`config.mk`:
```
export PLATFORM = sky130hd
export DESIGN_NAME = fde_controller_verilog
export DESIGN_NICKNAME = d
export VERILOG_FILES = /design/src/rtl/processor_pkg.sv /design/src/rtl/branch_cond_verilog.sv /design/src/rtl/fde_controller_verilog.sv
export SDC_FILE = /design/constraint.sdc
export NUM_CORES = 1
export LEC_CHECK = 0
export CAP_MARGIN = 20
export CORE_UTILIZATION = 43
export DETAILED_ROUTE_END_ITERATION = 8
export HOLD_SLACK_MARGIN = 0.03
export PLACE_DENSITY_LB_ADDON = 0.1
export SLEW_MARGIN = 30
export SYNTH_ARGS = -nofsm -noshare
export SYNTH_HDL_FRONTEND = slang
export SYNTH_SLANG_ARGS = --single-unit
```
`constraint.sdc`:
```
create_clock -name clk -period 1.9 [get_ports clk]
set_clock_uncertainty 0.2 [all_clocks]
set_input_delay 0.19 -clock clk [delete_from_list [all_inputs] [get_ports clk]]
set_output_delay 0.19 -clock clk [all_outputs]
set_load 0.03 [all_outputs]
```
`src/rtl/processor_pkg.sv`:
```
// Shared constants for the fetch/decode/execute controller: opcode classes, state
// encodings, branch condition codes and ALU flag bit positions.
package processor_pkg;

  localparam int unsigned DATA_WIDTH = 16;

  localparam logic [3:0] CLASS_ALU = 4'b0001;
  localparam logic [3:0] CLASS_ROM = 4'b0011;
  localparam logic [3:0] CLASS_RAM = 4'b0100;
  localparam logic [3:0] CLASS_PC  = 4'b0111;

  localparam logic [15:0] HALT_WORD = 16'hFFFF;

  typedef enum logic [2:0] {
    StIdle    = 3'd0,
    StFetch   = 3'd1,
    StDecode  = 3'd2,
    StExec    = 3'd3,
    StMemWait = 3'd4,
    StHalt    = 3'd5,
    StFault   = 3'd6
  } state_e;

  localparam logic [3:0] COND_ALWAYS = 4'd0;
  localparam logic [3:0] COND_Z      = 4'd1;
  localparam logic [3:0] COND_NZ     = 4'd2;
  localparam logic [3:0] COND_C      = 4'd3;
  localparam logic [3:0] COND_N      = 4'd4;

  localparam int unsigned FLAG_Z = 0;
  localparam int unsigned FLAG_N = 1;
  localparam int unsigned FLAG_C = 2;
  localparam int unsigned FLAG_V = 3;

endpackage

```
`src/rtl/branch_cond_verilog.sv`:
```
// Combinational branch condition evaluator: decides whether a PC-class instruction
// takes its branch given the condition code and the current ALU flags.
module branch_cond_verilog
  import processor_pkg::*;
(
  input  logic [3:0] cond,
  input  logic [3:0] flags,
  output logic       taken
);

  // V is carried on the flag bus but no condition code currently tests it.
  logic unused_v;
  assign unused_v = flags[FLAG_V];

  always_comb begin
    taken = 1'b0;
    case (cond)
      COND_ALWAYS: taken = 1'b1;
      COND_Z:      taken = flags[FLAG_Z];
      COND_NZ:     taken = ~flags[FLAG_Z];
      COND_C:      taken = flags[FLAG_C];
      COND_N:      taken = flags[FLAG_N];
      default:     taken = 1'b0;
    endcase
  end

endmodule

```
`src/rtl/fde_controller_verilog.sv`:
```
// Fetch/decode/execute sequencer: latches instruction words, classifies them and drives
// PC, ALU and RAM strobes, with a bounded wait for RAM acknowledge.
module fde_controller_verilog #(
  parameter int unsigned DATA_WIDTH  = processor_pkg::DATA_WIDTH,
  parameter int unsigned RAM_TIMEOUT = 15
) (
  input  logic                  clk,
  input  logic                  reset,
  input  logic                  start,
  input  logic [DATA_WIDTH-1:0] rom_opcode,
  input  logic [DATA_WIDTH-1:0] rom_operand,
  input  logic [3:0]            alu_flags,
  input  logic                  ram_ack,
  output logic [DATA_WIDTH-1:0] ir_opcode,
  output logic [DATA_WIDTH-1:0] ir_operand,
  output logic                  pc_inc,
  output logic                  pc_load,
  output logic                  alu_en,
  output logic                  ram_req,
  output logic                  ram_we,
  output logic [1:0]            bus_sel,
  output logic [2:0]            state,
  output logic                  halted,
  output logic                  fault,
  output logic [DATA_WIDTH-1:0] instr_count
);
  import processor_pkg::*;

  localparam int unsigned CNT_W = $clog2(RAM_TIMEOUT + 1);

  state_e                state_q, state_d;
  logic [DATA_WIDTH-1:0] ir_opcode_q, ir_operand_q, instr_count_q;
  logic [CNT_W-1:0]      wait_cnt_q, wait_cnt_d;
  logic [3:0]            op_class;
  logic                  taken;

  assign op_class = ir_opcode_q[DATA_WIDTH-1 -: 4];

  branch_cond_verilog u_branch_cond (
    .cond  (ir_opcode_q[3:0]),
    .flags (alu_flags),
    .taken (taken)
  );

  always_comb begin
    state_d    = state_q;
    wait_cnt_d = '0;
    pc_inc     = 1'b0;
    pc_load    = 1'b0;
    alu_en     = 1'b0;
    ram_req    = 1'b0;
    ram_we     = 1'b0;
    bus_sel    = 2'b00;
    case (state_q)
      StIdle: begin
        if (start) state_d = StFetch;
      end
      StFetch: state_d = StDecode;
      StDecode: begin
        if (ir_opcode_q == DATA_WIDTH'(HALT_WORD)) begin
          state_d = StHalt;
        end else begin
          case (op_class)
            CLASS_ALU, CLASS_ROM, CLASS_PC: state_d = StExec;
            CLASS_RAM:                      state_d = StMemWait;
            default:                        state_d = StFault;
          endcase
        end
      end
      StExec: begin
        state_d = StFetch;
        case (op_class)
          CLASS_ALU: begin
            alu_en  = 1'b1;
            bus_sel = 2'b01;
            pc_inc  = 1'b1;
          end
          CLASS_ROM: pc_inc = 1'b1;
          CLASS_PC: begin
            pc_load = taken;
            pc_inc  = ~taken;
          end
          default: ;
        endcase
      end
      StMemWait: begin
        ram_req = 1'b1;
        bus_sel = 2'b10;
        ram_we  = ir_opcode_q[11];
        // An ack in the last permitted cycle still completes the transfer.
        if (ram_ack) begin
          pc_inc  = 1'b1;
          state_d = StFetch;
        end else if (wait_cnt_q == CNT_W'(RAM_TIMEOUT - 1)) begin
          state_d = StFault;
        end else begin
          wait_cnt_d = wait_cnt_q + CNT_W'(1);
        end
      end
      StHalt, StFault: ;
      default: state_d = StFault;
    endcase
  end

  always_ff @(posedge clk or posedge reset) begin
    if (reset) begin
      state_q       <= StIdle;
      wait_cnt_q    <= '0;
      ir_opcode_q   <= '0;
      ir_operand_q  <= '0;
      instr_count_q <= '0;
    end else begin
      state_q    <= state_d;
      wait_cnt_q <= wait_cnt_d;
      if (state_q == StFetch) begin
        ir_opcode_q  <= rom_opcode;
        ir_operand_q <= rom_operand;
      end
      if (pc_inc || pc_load) instr_count_q <= instr_count_q + DATA_WIDTH'(1);
    end
  end

  assign ir_opcode   = ir_opcode_q;
  assign ir_operand  = ir_operand_q;
  assign instr_count = instr_count_q;
  assign state       = state_q;
  assign halted      = (state_q == StHalt);
  assign fault       = (state_q == StFault);

endmodule

```
# Word-level counts from Yosys, hierarchy flattened
# Index checks and enable logic that the tools add are counted.
dict set report word_totals {
  mem_count 0
  output_inout_bits 60
  mem_bits_ro 0
  input_bits 40
  ff_bits 55
  mem_bits_rw 0
  latch_bits 0
  elab_cells 56
}
dict set report op_classes {
  n_eq_ne 18
  mul 0
  addsub 2
  n_shift 0
  reduce_logical 7
  n_bitwise 3
  div 0
  magnitude_cmp 0
  mux 21
}
# operator n
set ops {}
lappend ops {{case mux 3 bit (6 select lines)} 1}
lappend ops {{adder 16 x 1 -> 16 bit, second input constant} 1}
lappend ops {{== test 16 bit, second input constant} 1}
lappend ops {{== test 4 x 2 -> 1 bit, second input constant} 3}
lappend ops {{== test 4 x 3 -> 1 bit, second input constant} 3}
lappend ops {{two-way mux 3 bit} 4}
lappend ops {{two-way mux 4 bit} 3}
lappend ops {{== test 3 bit, second input constant} 3}
lappend ops {{== test 4 x 1 -> 1 bit, second input constant} 2}
lappend ops {{two-way mux 1 bit} 8}
lappend ops {{== test 3 x 2 -> 1 bit, second input constant} 2}
lappend ops {{case mux 3 bit (2 select lines)} 1}
lappend ops {{case mux 1 bit (5 select lines)} 1}
lappend ops {{adder 4 x 1 -> 4 bit, second input constant} 1}
lappend ops {{== test 4 bit, second input constant} 1}
lappend ops {{logical NOT 4 bit} 1}
lappend ops {{case mux 1 bit (2 select lines)} 2}
lappend ops {{case mux 2 bit (2 select lines)} 1}
lappend ops {{OR reduction 2 bit} 2}
lappend ops {{== test 3 x 1 -> 1 bit, second input constant} 1}
lappend ops {{logical NOT 3 bit} 1}
lappend ops {{!= test 3 bit, second input constant} 1}
lappend ops {{NOT 1 bit} 3}
lappend ops {{AND reduction 3 bit} 1}
lappend ops {{other kinds (3)} 3}

# Longest topological paths before layout
dict set report logic_depth {
  depth_word 6
  ltp_mapped 6
  mapped_depth_nobuf 6
}

# Modules after synthesis
# A second synthesis with hierarchy kept.
dict set report hier_totals {
  cells_unflattened 201
  hier_area_um2 2542.4
}
# module cells_each instances area_per_inst_um2 seq_area_each_um2
set by_module_without_submodules {}
lappend by_module_without_submodules {fde_controller_verilog 194 1 2501.1 1376.3}
lappend by_module_without_submodules {branch_cond_verilog 7 1 41.3 0.0}

# Least setup slack after synthesis
# No wires, ideal clock.
dict set report synth_timing {
  path_type {register to output}
  startpoint {register ir_opcode_q[15], in the netlist ir_opcode[15]}
  endpoint {output port bus_sel[0]}
  stages_incl_launch_ff 4
  path_slack_ns -0.641
  path_buffers 1
  required_ns 1.510
  arrival_time_ns 2.151
  path_cell_list {dfrtp_1 -> nand2b_1 -> nor4_1 -> buf_4}
}
dict set report synth_between {
  elab_chain_cells 3
}
# element line
set synth_rtl {}
lappend synth_rtl {{start: declaration} fde_controller_verilog.sv:32} ;# logic [DATA_WIDTH-1:0] ir_opcode_q, ir_operand_q, instr_count_q;
lappend synth_rtl {{start signal: assignment} fde_controller_verilog.sv:116} ;# ir_opcode_q <= rom_opcode;
lappend synth_rtl {{== test 4 x 1 -> 1 bit} fde_controller_verilog.sv:72} ;# case (op_class)
lappend synth_rtl {{two-way mux 1 bit} fde_controller_verilog.sv:72}
lappend synth_rtl {{case mux 2 bit (2 select lines)} fde_controller_verilog.sv:54} ;# case (state_q)
lappend synth_rtl {{end: declaration} fde_controller_verilog.sv:21} ;# output logic [1:0] bus_sel,
# Every way passes these cells.

# Worst setup path after layout
dict set report layout_timing {
  startpoint {register state_q[2], in the netlist state[2]}
  endpoint {output port pc_inc}
}
dict set report layout_between {
  elab_chain_cells 2
  elab_cells_between_ends 3
}
# element line
set layout_rtl {}
lappend layout_rtl {{start: declaration} fde_controller_verilog.sv:31} ;# state_e state_q, state_d;
lappend layout_rtl {{start signal: assignment} fde_controller_verilog.sv:107} ;# state_q <= StIdle;
lappend layout_rtl {{start signal: assignment} fde_controller_verilog.sv:113} ;# state_q <= state_d;
lappend layout_rtl {{== test 3 bit or == test 3 x 2 -> 1 bit (tied branches)} fde_controller_verilog.sv:54}
lappend layout_rtl {{case mux 1 bit (2 select lines) (*)} fde_controller_verilog.sv:54}
lappend layout_rtl {{end: declaration} fde_controller_verilog.sv:16} ;# output logic pc_inc,
# Every way passes the cells marked *; elsewhere a longest branch is shown, timed or not.

==> flow_summary.yaml <==
power_and_ir_drop:
  leakage_nw: 1.79
  clkPwrFrac_pct: 12.9
  ir_drop_mv: 1.00
  combinationalPowerShare_pct: 54.2
  switching_share_pct: 41.3
  internal_power_mw: 3.49
  switchingPower_mw: 2.46
  power_frac_seq_pct: 32.9
  p_per_area_nw_per_um2: 1470
synthesis:
  synthFlopType: "dfrtp_1"
  yosys.area.top_type_share_pct: 54.3
  syn_area_um2: 2530
  synth_fp_nets: 244
  post-synth-top-count-cell: "dfrtp_1"
  ys_types: 47
  synthTopCellsByCount: "55 x dfrtp_1, 29 x mux2_1, 13 x nand4_1, 13 x xnor2_1, 11 x nor2_1"
  ys_ff_latch: 55
  postSynth.asyncResetShare_pct: 100
  synth_area_leaders: "dfrtp_1 54%, mux2_1 13%, xnor2_1 4.5%"
  synth.yosys.warnings: 0
  synth_edf_count: 0
  yosysTopAreaCell: "dfrtp_1"
  syn_inst: 201
  ys_seq_area_share_pct: 54.3
  avgSynthCellArea_um2: 12.6
placement:
  place_hpwl_mm: 4.33
  gp_congestion: 0.802
  dpl.cell_count: 378
  port-buffer-count: 98
sta:
  tightest_slew_ns: 0.541
  slew_headroom_pct: 63.5
  whs_ns: 0.272
  finalSetupViolCount: 3
  fin_crit_ns: 2.04
  worst_slack_ns: -0.135
  max_freq_mhz: 491
  slew_viol_final: 0
  finalCritPeriodShare_pct: 107
  rsz0062_at_grt: "true"
  hold_viol_final: 0
grt:
  grt_pass1_wl_mm: 9.98
  antenna_found_initial: 0
  grt_pass1_vias: 2113
  grt.overflow.total: 0
  grt_max_degree: 43
  grt.total_usage_pct: 20.7
clock_tree:
  cts-root-buf: "clkbuf_8"
  cts_tree: "built"
  clk_path_buf_depth: 2
  clock_latency_ns: 0.31
  cts_num_sinks: 55
  clk_pin_slew_ns: 0.10
  cts_htree_levels: 2
  cts_made_buffers: 5
hold_path:
  worstHoldStart: "rom_operand[13]"
  hp-class: "input port to flop"
critical_path:
  end_kind: "output pin"
  setup.worst_path.start: "state[2]"
  required_ns: 1.51
  crit_fanout: 3
  reg2reg_from: "state[2]"
  timing_worst_setup_path_type: "flop to output pin"
  arrival_ns: 1.65
  start_kind: "flop"
floorplanning:
  initial_core_util_pct: 45.2
  die_h_um: 78.8
  rows: 27
  dieWidth_um: 78.8
  dieArea_um2: 6210
  core_um2: 5610
  pin_count: 100
route:
  routedWlPerCell_um: 15.1
  ant_nets: 0
  vias_per_cell: 5.08
  routed_wirelength_mm: 6.04
  dr.pass1.iters: 4
  drt_iter0_drc: 47
  drc: 0
  via_count: 2032
final_layout:
  nFillCells: 442
  syn_to_final_growth_pct: 59.2
  antenna_cells: 0
  fin_nets: 370
  final_core_util_pct: 72.0
  drive_above_1_share_pct: 25.0
  stdcell_count: 400
job:
  cap_violations: 0
run_status:
  outcome: "finished, violations left"
  violations: "negative setup slack"
## critical path: stages (launching register included)
cell and delay, ns:
dfrtp_2 0.41, nand3b_1 0.25, or3_4 0.38, o21ai_2 0.16, buf_6 0.15
## cell usage in the layout, fill, tap and decap left out, types with 2 or more instances in the layout
cell type | Yosys | layout
xor2_1 | 4 | 4
and2_1 | 3 | 3
dfrtp_2 | 0 | 12
dlygate4sd2_1 | 0 | 4
nand3_1 | 3 | 3
mux2_1 | 29 | 28
nand4_1 | 13 | 13
clkdlybuf4s50_1 | 0 | 80
inv_1 | 3 | 2
clkbuf_8 | 0 | 5
nand2b_4 | 0 | 2
buf_4 | 1 | 27
nand2b_1 | 4 | 2
nor2_1 | 11 | 11
o21bai_1 | 2 | 2
buf_12 | 0 | 2
dlymetal6s2s_1 | 0 | 6
xnor2_1 | 13 | 13
buf_6 | 0 | 7
ha_1 | 3 | 3
nand2_1 | 7 | 7
nor3_1 | 2 | 2
mux2_2 | 4 | 4
a21oi_1 | 3 | 3
nor3b_4 | 0 | 2
dfrtp_1 | 55 | 43
## repair_timing
item / in CTS / in global routing
hold buffers: 1 / 0
endpoints found under the setup margin: 20 / 21
setup buffers: 9 / 5
gates resized for setup: 14 / 21
hold endpoints to repair: 13 / 0
pin swaps: 7 / 8
## registers in the layout, indices dropped and copies added (netlist names)
signal and cells:
instr_count 16, ir_opcode 16, ir_operand 16, wait_cnt_q 4, state 3
## path summary, 6_finish.rpt
| kind | to | slack [ns] | depth (start not counted) |
|---|---|---|---|
| setup / recovery | pc_inc | -0.14 | 4 |
| hold / removal | ir_operand[13] | 0.27 | 2 |
| max in group asynchronous | state[2] | 0.40 | 4 |
| hold reg to reg | instr_count[15] | 0.28 | 1 |
| setup reg to reg | instr_count[1] | 0 | 5 |
| min in group asynchronous | ir_operand[9] | 0.54 | 3 |
## area by class of cell
type | count | area (um2) | area share (%)
clock buffer | 6 | 72.6 | 1.80
multi-input combinational | 133 | 1180 | 29.2
tap | 72 | 90.1 | 2.23
sequential | 55 | 1390 | 34.5
clock inverter | 2 | 38.8 | 0.961
inverter | 4 | 15.0 | 0.372
timing repair buffer | 128 | 1250 | 30.9
## stage by stage
| stage | cell area, um2 | TNS [ns] | setup WS (ns) | power, mW |
|---|---|---|---|---|
| after floorplan | 2590 | -0.0207 | -0.0101 | 3.60 |
| after global placement | 3740 | -0.0628 | -0.0483 | 4.92 |
| after detailed placement | 3740 | -0.302 | -0.111 | 4.98 |
| after CTS | 3960 | -0.223 | -0.122 | 5.90 |
| after global routing | 4040 | -0.859 | -0.173 | 6.28 |
| final | 4040 | -0.218 | -0.135 | 5.95 |
## power by group through the flow
stage / Combinational, mW / Clock, mW / Sequential [mW]
after detailed placement: 3.01 / 0 / 1.97
after global routing: 3.41 / 0.846 / 2.02
after global placement: 2.97 / 0 / 1.94
final: 3.22 / 0.768 / 1.96
after floorplan: 0.869 / 0 / 2.73
after CTS: 3.15 / 0.796 / 1.95
## cell families (layout without fill, tap and decap cells)
logic type / count (synthesis) / count (layout) / synth area share, %
multiplexers: 33 / 33 / 14.7
adder cells (fa/ha/maj): 3 / 3 / 1.48
XOR/XNOR: 17 / 17 / 5.87
AND/OR/NAND/NOR: 65 / 65 / 16.7
flip-flops: 55 / 55 / 54.3
AO/OA/AOI/OAI: 15 / 15 / 4.64
buffers and inverters: 13 / 140 / 2.32
## layer usage
layer	vias up	track usage (%)	share of wire (%)
met5	-	0	0
met4	0	5.74	1.6
met3	10	7.13	6.6
met2	67	35.0	50
met1	988	24.9	42
li1	967	-	-
(Power assumes the default switching activity.)
